File: src/rtl/div_sequencer_if.sv
// Handshake and result bundle between the EXE stage and the iterative divider.
// master = pipeline side (drives operands, consumes stall/results),
// slave  = divider side.
interface div_sequencer_if #(
  parameter int WIDTH = 32
);
  logic             i_start;
  logic             i_signed;
  logic [WIDTH-1:0] i_dividend;
  logic [WIDTH-1:0] i_divisor;
  logic             i_flush;
  logic             o_div_busy;
  logic             o_done;
  logic [WIDTH-1:0] o_quotient;
  logic [WIDTH-1:0] o_remainder;
  logic             o_div_by_zero;

  modport master (
    output i_start, i_signed, i_dividend, i_divisor, i_flush,
    input  o_div_busy, o_done, o_quotient, o_remainder, o_div_by_zero
  );

  modport slave (
    input  i_start, i_signed, i_dividend, i_divisor, i_flush,
    output o_div_busy, o_done, o_quotient, o_remainder, o_div_by_zero
  );
endinterface

File: src/rtl/div_sequencer.sv
// Iterative radix-2 restoring divider for MIPS DIV/DIVU with its own FSM.
// Drives the pipeline stall (o_div_busy) and presents results for the single
// cycle in which busy drops (o_done).
// Optional: define DIV_EARLY_OUT_EN to skip the iteration loop when
// |dividend| < |divisor|; results are identical, only latency changes.
module div_sequencer #(
  parameter int WIDTH = 32
) (
  input  logic                  clk,
  input  logic                  reset,
  div_sequencer_if.slave        bus
);

  localparam int CW = $clog2(WIDTH + 1);

  localparam logic [2:0] S_IDLE = 3'd0;
  localparam logic [2:0] S_PREP = 3'd1;
  localparam logic [2:0] S_ITER = 3'd2;
  localparam logic [2:0] S_FIX  = 3'd3;
  localparam logic [2:0] S_DONE = 3'd4;

  logic [2:0]       state_q,     state_d;
  logic [CW-1:0]    cnt_q,       cnt_d;
  logic             signed_q,    signed_d;
  logic [WIDTH-1:0] dvd_q,       dvd_d;       // raw dividend
  logic [WIDTH-1:0] dvs_q,       dvs_d;       // raw divisor
  logic [WIDTH-1:0] dvs_mag_q,   dvs_mag_d;   // divisor magnitude
  logic [WIDTH:0]   rem_q,       rem_d;       // partial remainder
  logic [WIDTH-1:0] quo_q,       quo_d;       // dividend shifting out / quotient shifting in
  logic             neg_quo_q,   neg_quo_d;
  logic             neg_rem_q,   neg_rem_d;
  logic [WIDTH-1:0] quotient_q,  quotient_d;
  logic [WIDTH-1:0] remainder_q, remainder_d;
  logic             dbz_q,       dbz_d;

  // Operand magnitudes and one restoring step, shared by the FSM below.
  logic             dvd_neg, dvs_neg;
  logic [WIDTH-1:0] dvd_mag, dvs_mag;
  logic [WIDTH:0]   shifted;
  logic             fits;

  assign dvd_neg = signed_q & dvd_q[WIDTH-1];
  assign dvs_neg = signed_q & dvs_q[WIDTH-1];
  assign dvd_mag = dvd_neg ? -dvd_q : dvd_q;
  assign dvs_mag = dvs_neg ? -dvs_q : dvs_q;
  assign shifted = {rem_q[WIDTH-1:0], quo_q[WIDTH-1]};
  assign fits    = (shifted >= {1'b0, dvs_mag_q});

  // Next-state and datapath computation.
  // NOTE: every signal gets a default at the top so no path leaves it unassigned (no latches).
  always_comb begin
    state_d     = state_q;
    cnt_d       = cnt_q;
    signed_d    = signed_q;
    dvd_d       = dvd_q;
    dvs_d       = dvs_q;
    dvs_mag_d   = dvs_mag_q;
    rem_d       = rem_q;
    quo_d       = quo_q;
    neg_quo_d   = neg_quo_q;
    neg_rem_d   = neg_rem_q;
    quotient_d  = quotient_q;
    remainder_d = remainder_q;
    dbz_d       = dbz_q;

    if (bus.i_flush) begin
      state_d = S_IDLE;
    end else begin
      case (state_q)
        S_IDLE: begin
          if (bus.i_start) begin
            signed_d = bus.i_signed;
            dvd_d    = bus.i_dividend;
            dvs_d    = bus.i_divisor;
            state_d  = S_PREP;
          end
        end
        S_PREP: begin
          if (dvs_q == '0) begin
            quotient_d  = '1;
            remainder_d = dvd_q;
            dbz_d       = 1'b1;
            state_d     = S_DONE;
          end else begin
            dvs_mag_d = dvs_mag;
            neg_quo_d = dvd_neg ^ dvs_neg;
            neg_rem_d = dvd_neg;
            rem_d     = '0;
            quo_d     = dvd_mag;
            cnt_d     = CW'(WIDTH);
            state_d   = S_ITER;
`ifdef DIV_EARLY_OUT_EN
            if (dvd_mag < dvs_mag) begin
              quo_d   = '0;
              rem_d   = {1'b0, dvd_mag};
              state_d = S_FIX;
            end
`endif
          end
        end
        S_ITER: begin
          rem_d = fits ? (shifted - {1'b0, dvs_mag_q}) : shifted;
          quo_d = {quo_q[WIDTH-2:0], fits};
          cnt_d = cnt_q - 1'b1;
          if (cnt_q == CW'(1)) state_d = S_FIX;
        end
        S_FIX: begin
          // -2^(W-1) / -1: magnitude 2^(W-1) negated wraps to itself, remainder 0.
          quotient_d  = neg_quo_q ? -quo_q : quo_q;
          remainder_d = neg_rem_q ? -rem_q[WIDTH-1:0] : rem_q[WIDTH-1:0];
          dbz_d       = 1'b0;
          state_d     = S_DONE;
        end
        S_DONE:  state_d = S_IDLE;
        default: state_d = S_IDLE;
      endcase
    end
  end

  // State and datapath registers with synchronous reset.
  // NOTE: sequential state uses non-blocking assignments so all flops update from pre-edge values.
  always_ff @(posedge clk) begin
    if (reset) begin
      state_q     <= S_IDLE;
      cnt_q       <= '0;
      signed_q    <= 1'b0;
      dvd_q       <= '0;
      dvs_q       <= '0;
      dvs_mag_q   <= '0;
      rem_q       <= '0;
      quo_q       <= '0;
      neg_quo_q   <= 1'b0;
      neg_rem_q   <= 1'b0;
      quotient_q  <= '0;
      remainder_q <= '0;
      dbz_q       <= 1'b0;
    end else begin
      state_q     <= state_d;
      cnt_q       <= cnt_d;
      signed_q    <= signed_d;
      dvd_q       <= dvd_d;
      dvs_q       <= dvs_d;
      dvs_mag_q   <= dvs_mag_d;
      rem_q       <= rem_d;
      quo_q       <= quo_d;
      neg_quo_q   <= neg_quo_d;
      neg_rem_q   <= neg_rem_d;
      quotient_q  <= quotient_d;
      remainder_q <= remainder_d;
      dbz_q       <= dbz_d;
    end
  end

  // Stall is combinational so the issue cycle itself already stalls; flush kills it.
  assign bus.o_div_busy    = ~bus.i_flush &
                             ((state_q == S_IDLE) ? bus.i_start
                                                  : (state_q == S_PREP) || (state_q == S_ITER) ||
                                                    (state_q == S_FIX));
  assign bus.o_done        = (state_q == S_DONE);
  assign bus.o_quotient    = quotient_q;
  assign bus.o_remainder   = remainder_q;
  assign bus.o_div_by_zero = dbz_q;

endmodule

File: src/flat_wrapper.sv
// flat-port wrapper written by rule: the top's interface ports become plain ports
module div_sequencer_flat 
#(
  parameter int WIDTH = 32
)
  (clk, reset, bus_i_start, bus_i_signed, bus_i_dividend, bus_i_divisor, bus_i_flush, bus_o_div_busy, bus_o_done, bus_o_quotient, bus_o_remainder, bus_o_div_by_zero);
  div_sequencer_if #(.WIDTH(WIDTH)) bus_i ();
  input  logic clk;
  input  logic reset;
  input wire logic [$bits(bus_i.i_start)-1:0] bus_i_start;
  input wire logic [$bits(bus_i.i_signed)-1:0] bus_i_signed;
  input wire logic [$bits(bus_i.i_dividend)-1:0] bus_i_dividend;
  input wire logic [$bits(bus_i.i_divisor)-1:0] bus_i_divisor;
  input wire logic [$bits(bus_i.i_flush)-1:0] bus_i_flush;
  output wire logic [$bits(bus_i.o_div_busy)-1:0] bus_o_div_busy;
  output wire logic [$bits(bus_i.o_done)-1:0] bus_o_done;
  output wire logic [$bits(bus_i.o_quotient)-1:0] bus_o_quotient;
  output wire logic [$bits(bus_i.o_remainder)-1:0] bus_o_remainder;
  output wire logic [$bits(bus_i.o_div_by_zero)-1:0] bus_o_div_by_zero;
  assign bus_i.i_start = bus_i_start;
  assign bus_i.i_signed = bus_i_signed;
  assign bus_i.i_dividend = bus_i_dividend;
  assign bus_i.i_divisor = bus_i_divisor;
  assign bus_i.i_flush = bus_i_flush;
  assign bus_o_div_busy = bus_i.o_div_busy;
  assign bus_o_done = bus_i.o_done;
  assign bus_o_quotient = bus_i.o_quotient;
  assign bus_o_remainder = bus_i.o_remainder;
  assign bus_o_div_by_zero = bus_i.o_div_by_zero;
  div_sequencer #(.WIDTH(WIDTH)) u_core (.clk(clk), .reset(reset), .bus(bus_i));
endmodule
File: config.mk
export PLATFORM = sky130hd
export DESIGN_NAME = div_sequencer_flat
export DESIGN_NICKNAME = d
export VERILOG_FILES = /design/src/rtl/div_sequencer_if.sv /design/src/rtl/div_sequencer.sv /design/src/flat_wrapper.sv
export SDC_FILE = /design/constraint.sdc
export NUM_CORES = 1
export LEC_CHECK = 0
export ABC_AREA = 1
export CORE_MARGIN = 2
export CORE_UTILIZATION = 59
export CTS_CLUSTER_SIZE = 28
export DETAILED_ROUTE_END_ITERATION = 12
export HOLD_SLACK_MARGIN = 0.02
export PLACE_DENSITY = 0.87
export RECOVER_POWER = 100
export SLEW_MARGIN = 20
export SYNTH_ARGS = -nofsm -noshare
export SYNTH_HDL_FRONTEND = slang
export SYNTH_SLANG_ARGS = --single-unit
File: constraint.sdc
create_clock -name clk -period 2.42 [get_ports clk]
set_input_delay 0.484 -clock clk [delete_from_list [all_inputs] [get_ports clk]]
set_output_delay 0.484 -clock clk [all_outputs]
set_load 0.02 [all_outputs]
==> results.json <==
{
  "status": "completed",
  "total_power_mw": 12.0,
  "yosys.area_share.simple_pct": 33.8,
  "gp_congestion": 1.07,
  "grt_pass1_vias": 15900,
  "synth.most_common_cell": "nand2_1",
  "post-route-period-util_pct": 96.3,
  "grt_pass1_wl_um": 81300,
  "hold_depth": 4,
  "clk_pin_slew_ns": 0.06,
  "ys_top_cells_by_count": "562 x nand2_1, 313 x inv_1, 261 x nor2_1, 245 x nand3_1, 239 x a21oi_1",
  "grt_overflow": 0,
  "antenna_cells": 0,
  "maxCapViolations": 0,
  "cts_htree_levels": 1,
  "syn_nets": 2624,
  "r2r_start": "u_core.dvs_mag_q[9]$_SDFFE_PP0P_",
  "hold_violations": 0,
  "fp.coreArea_mm2": 0.0261,
  "yosysUniqueCellTypes": 51,
  "relSlewSlack_pct": 45.5,
  "p_per_area_mw_per_mm2": 642,
  "ff2ff_path_depth": 14,
  "cp.required_ns": 2.81,
  "fin_skew_ns": 0.0196,
  "drt-initial-drc-count": 2122,
  "layout.nets": 2745,
  "io_buffers": 135,
  "synth.area.top_cells": "dfxtp_1 30%, nand2_1 13%, nand3_1 7.8%",
  "ys_ff_latch": 237,
  "synth.top_cell.area_share_pct": 30.3,
  "endpoint_kind": "flop",
  "io_pins": 136,
  "cts.path.max_buffers": 3,
  "combPwrFrac_pct": 30.1,
  "fin_cells": 2992,
  "dp.cells": 2942,
  "synth_compound_area_share_pct": 18.4,
  "cts_buffers": 26,
  "vias": 17400,
  "synth-adder-area-share_pct": 3.16,
  "cp.arrival_ns": 2.72,
  "switching_share_pct": 34.9,
  "die_area_mm2": 0.0279,
  "synth_top_family_by_area": "simple AND/OR/NAND/NOR gates",
  "p_sw_mw": 4.18,
  "fin_setup_tns_ns": 0,
  "grtUsageMet3_pct": 5.96,
  "setup.worst_path.start_class": "flop",
  "worst_slack_ns": 0.0901,
  "start_util_pct": 60.1,
  "synth_xor_xnor_area_share_pct": 2.74,
  "drv_slew": 0,
  "reg2reg_slack_ns": 0.09,
  "grt_util_met2_pct": 56.2,
  "r2r_end": "u_core.rem_q[2]$_SDFFE_PP0P_",
  "min_path_type": "input pin to flop",
  "vdd_drop_max_mv": 0.601,
  "antenna_found_initial": 0,
  "use_met1_pct": 49.5,
  "worst_pin_slew_ns": 0.817,
  "syn_area_per_cell_um2": 6.23,
  "cts_tree": "built",
  "internal_power_mw": 7.79,
  "ys.flop_type": "dfxtp_1",
  "grt_usage_pct": 35.5,
  "die_y_um": 167,
  "syn_inst": 2516,
  "clkSinkCount": 237,
  "routedWlPerCell_um": 17.2,
  "max_freq_mhz": 429,
  "yosysSeqAreaShare_pct": 30.3,
  "busiest_layer": "met2",
  "whs_endpoint": "u_core.bus.o_quotient[22]$_SDFFE_PP0P_",
  "dp_hpwl_um": 38100,
  "synth_warnings": 0,
  "root_buffer": "clkbuf_16",
  "worst-setup-path-type": "flop to flop",
  "synth-edff-count": 0,
  "area_delta_synth_final_pct": 19.0,
  "seq_power_share_pct": 35.3,
  "rows": 59,
  "post-place-ws_ns": -0.0164,
  "power_leakage_nw": 8.60,
  "synthesis.area_mm2": 0.0157,
  "dr.pass1.iters": 8,
  "routed_wl_um": 51600,
  "finalSetupViolCount": 0,
  "period_minus_slack_ns": 2.33,
  "via_per_inst": 5.81,
  "ant_nets": 0,
  "yosys.area.top_type": "dfxtp_1",
  "synthArstFlopShare_pct": 0,
  "path_max_fanout": 17,
  "clkPwrFrac_pct": 34.6,
  "grt_max_degree": 123,
  "hold_start": "reset",
  "drive_above_1_share_pct": 10.2,
  "drcViolationCount": 0,
  "clk_latency_ns": 0.55,
  "synth_mux_area_share_pct": 0,
  "chipWidth_um": 167
}
[power groups by stage]
stage	clock, mW	combinational (mW)	sequential, mW
floorplan	0	2.34	4.31
global placement	0	3.36	4.30
detailed placement	0	3.42	4.31
CTS	4.16	3.45	4.22
global route	4.30	3.95	4.24
finish	4.14	3.61	4.23
[layout by cell type, fill, tap and decap left out, types with 4 or more instances in the layout]
master	instances
nand2_1	558
inv_1	313
nor2_1	255
nand3_1	245
a21oi_1	238
o21ai_0	234
dfxtp_1	231
clkdlybuf4s50_1	67
dlygate4sd3_1	66
buf_4	50
xor2_1	33
a21oi_2	30
nor3_1	27
clkbuf_16	26
nand2_2	25
nor2_2	23
nand4_1	23
ha_1	18
xnor2_1	16
inv_2	15
ha_4	12
buf_12	11
nand3_2	9
o22ai_1	9
nand3b_1	9
or2_2	8
ha_2	8
nor2_4	7
clkbuf_8	7
o211ai_1	6
clkinv_2	5
a31oi_1	5
o21ai_1	5
dfxtp_2	5
clkinv_1	4
and2_1	4
[cells by family after synthesis]
kind of cell	Yosys count
buffers and inverters	444
adders and majority gates	39
DFF	237
and+or+nand+nor	1206
xor gates and xnor gates	49
AOI/OAI and AO/OA	541
[worst max-delay path: stages, from the launching register on]
cell,delay (ns)
dfxtp_1,0.33
inv_1,0.11
ha_1,0.38
nand2_1,0.14
nor2_1,0.23
nand2_1,0.08
inv_1,0.08
nand2_1,0.08
nand2_2,0.08
nand2_2,0.09
nand2_4,0.15
buf_12,0.17
o21ai_0,0.11
nand3_1,0.08
a21oi_1,0.07
[layer usage]
layer  routed length, um  part of all wire (%)
met3                4830                   9.4
met2               22600                    44
met5                   0                     0
met1               22300                    43
met4                1900                   3.7
[area by class of cell]
| class | instances | area, um^2 |
|---|---|---|
| multi-input cells | 1835 | 9310 |
| fillers | 2221 | 7400 |
| flip-flops and latches | 237 | 4750 |
| repair buffers | 202 | 2010 |
| inverters | 335 | 1260 |
| clock buffers | 36 | 758 |
| well taps | 335 | 419 |
| clock inverters | 12 | 138 |
[what timing repair did]
action	in CTS	in global routing
hold buffers	0	0
gates cloned	0	1
resized for setup	3	52
setup endpoints to repair	9	36
buffers inserted	0	1
pin swaps	0	3
endpoints found under the hold margin	0	0
[state kept, by name, summed over array words and instances, names as in the netlist]
| register | count |
|---|---|
| u_core.dvd_q | 32 |
| u_core.dvs_q | 32 |
| u_core.bus.o_div_by_zero | 1 |
| u_core.state_q | 3 |
| u_core.rem_q | 32 |
| u_core.neg_rem_q | 1 |
| u_core.quo_q | 32 |
| u_core.cnt_q | 6 |
| u_core.neg_quo_q | 1 |
| u_core.dvs_mag_q | 32 |
| u_core.signed_q | 1 |
| u_core.bus.o_quotient | 32 |
| u_core.bus.o_remainder | 32 |
[per-stage QoR]
stage          cell area [um^2]  util (%)  hold WS (ns)
4_1_cts                   18400      70.7         0.359
3_5_place_dp              17500      67.2         0.459
3_3_place_gp              17500      67.2         0.452
5_1_grt                   18700      71.6         0.394
2_1_floorplan             15700         -         0.430
6_report                  18700      71.6         0.371
[how the worst max path moves through the flow]
stage	startpoint	to	slack [ns]	cells after the start
2_1_floorplan	u_core.rem_q[23]$_SDFFE_PP0P_	u_core.rem_q[27]$_SDFFE_PP0P_	0.50	14
3_5_place_dp	u_core.rem_q[18]$_SDFFE_PP0P_	u_core.rem_q[16]$_SDFFE_PP0P_	-0.02	14
4_1_cts	u_core.dvs_mag_q[5]$_SDFFE_PP0P_	u_core.rem_q[26]$_SDFFE_PP0P_	0.004	15
6_report	u_core.dvs_mag_q[9]$_SDFFE_PP0P_	u_core.rem_q[2]$_SDFFE_PP0P_	0.09	14
5_1_grt	u_core.quo_q[1]$_SDFFE_PP0P_	u_core.bus.o_quotient[30]$_SDFFE_PP0P_	-0.03	13
3_3_place_gp	u_core.rem_q[18]$_SDFFE_PP0P_	u_core.rem_q[16]$_SDFFE_PP0P_	0.02	14
Note: power is estimated with default switching activity, not from simulation.
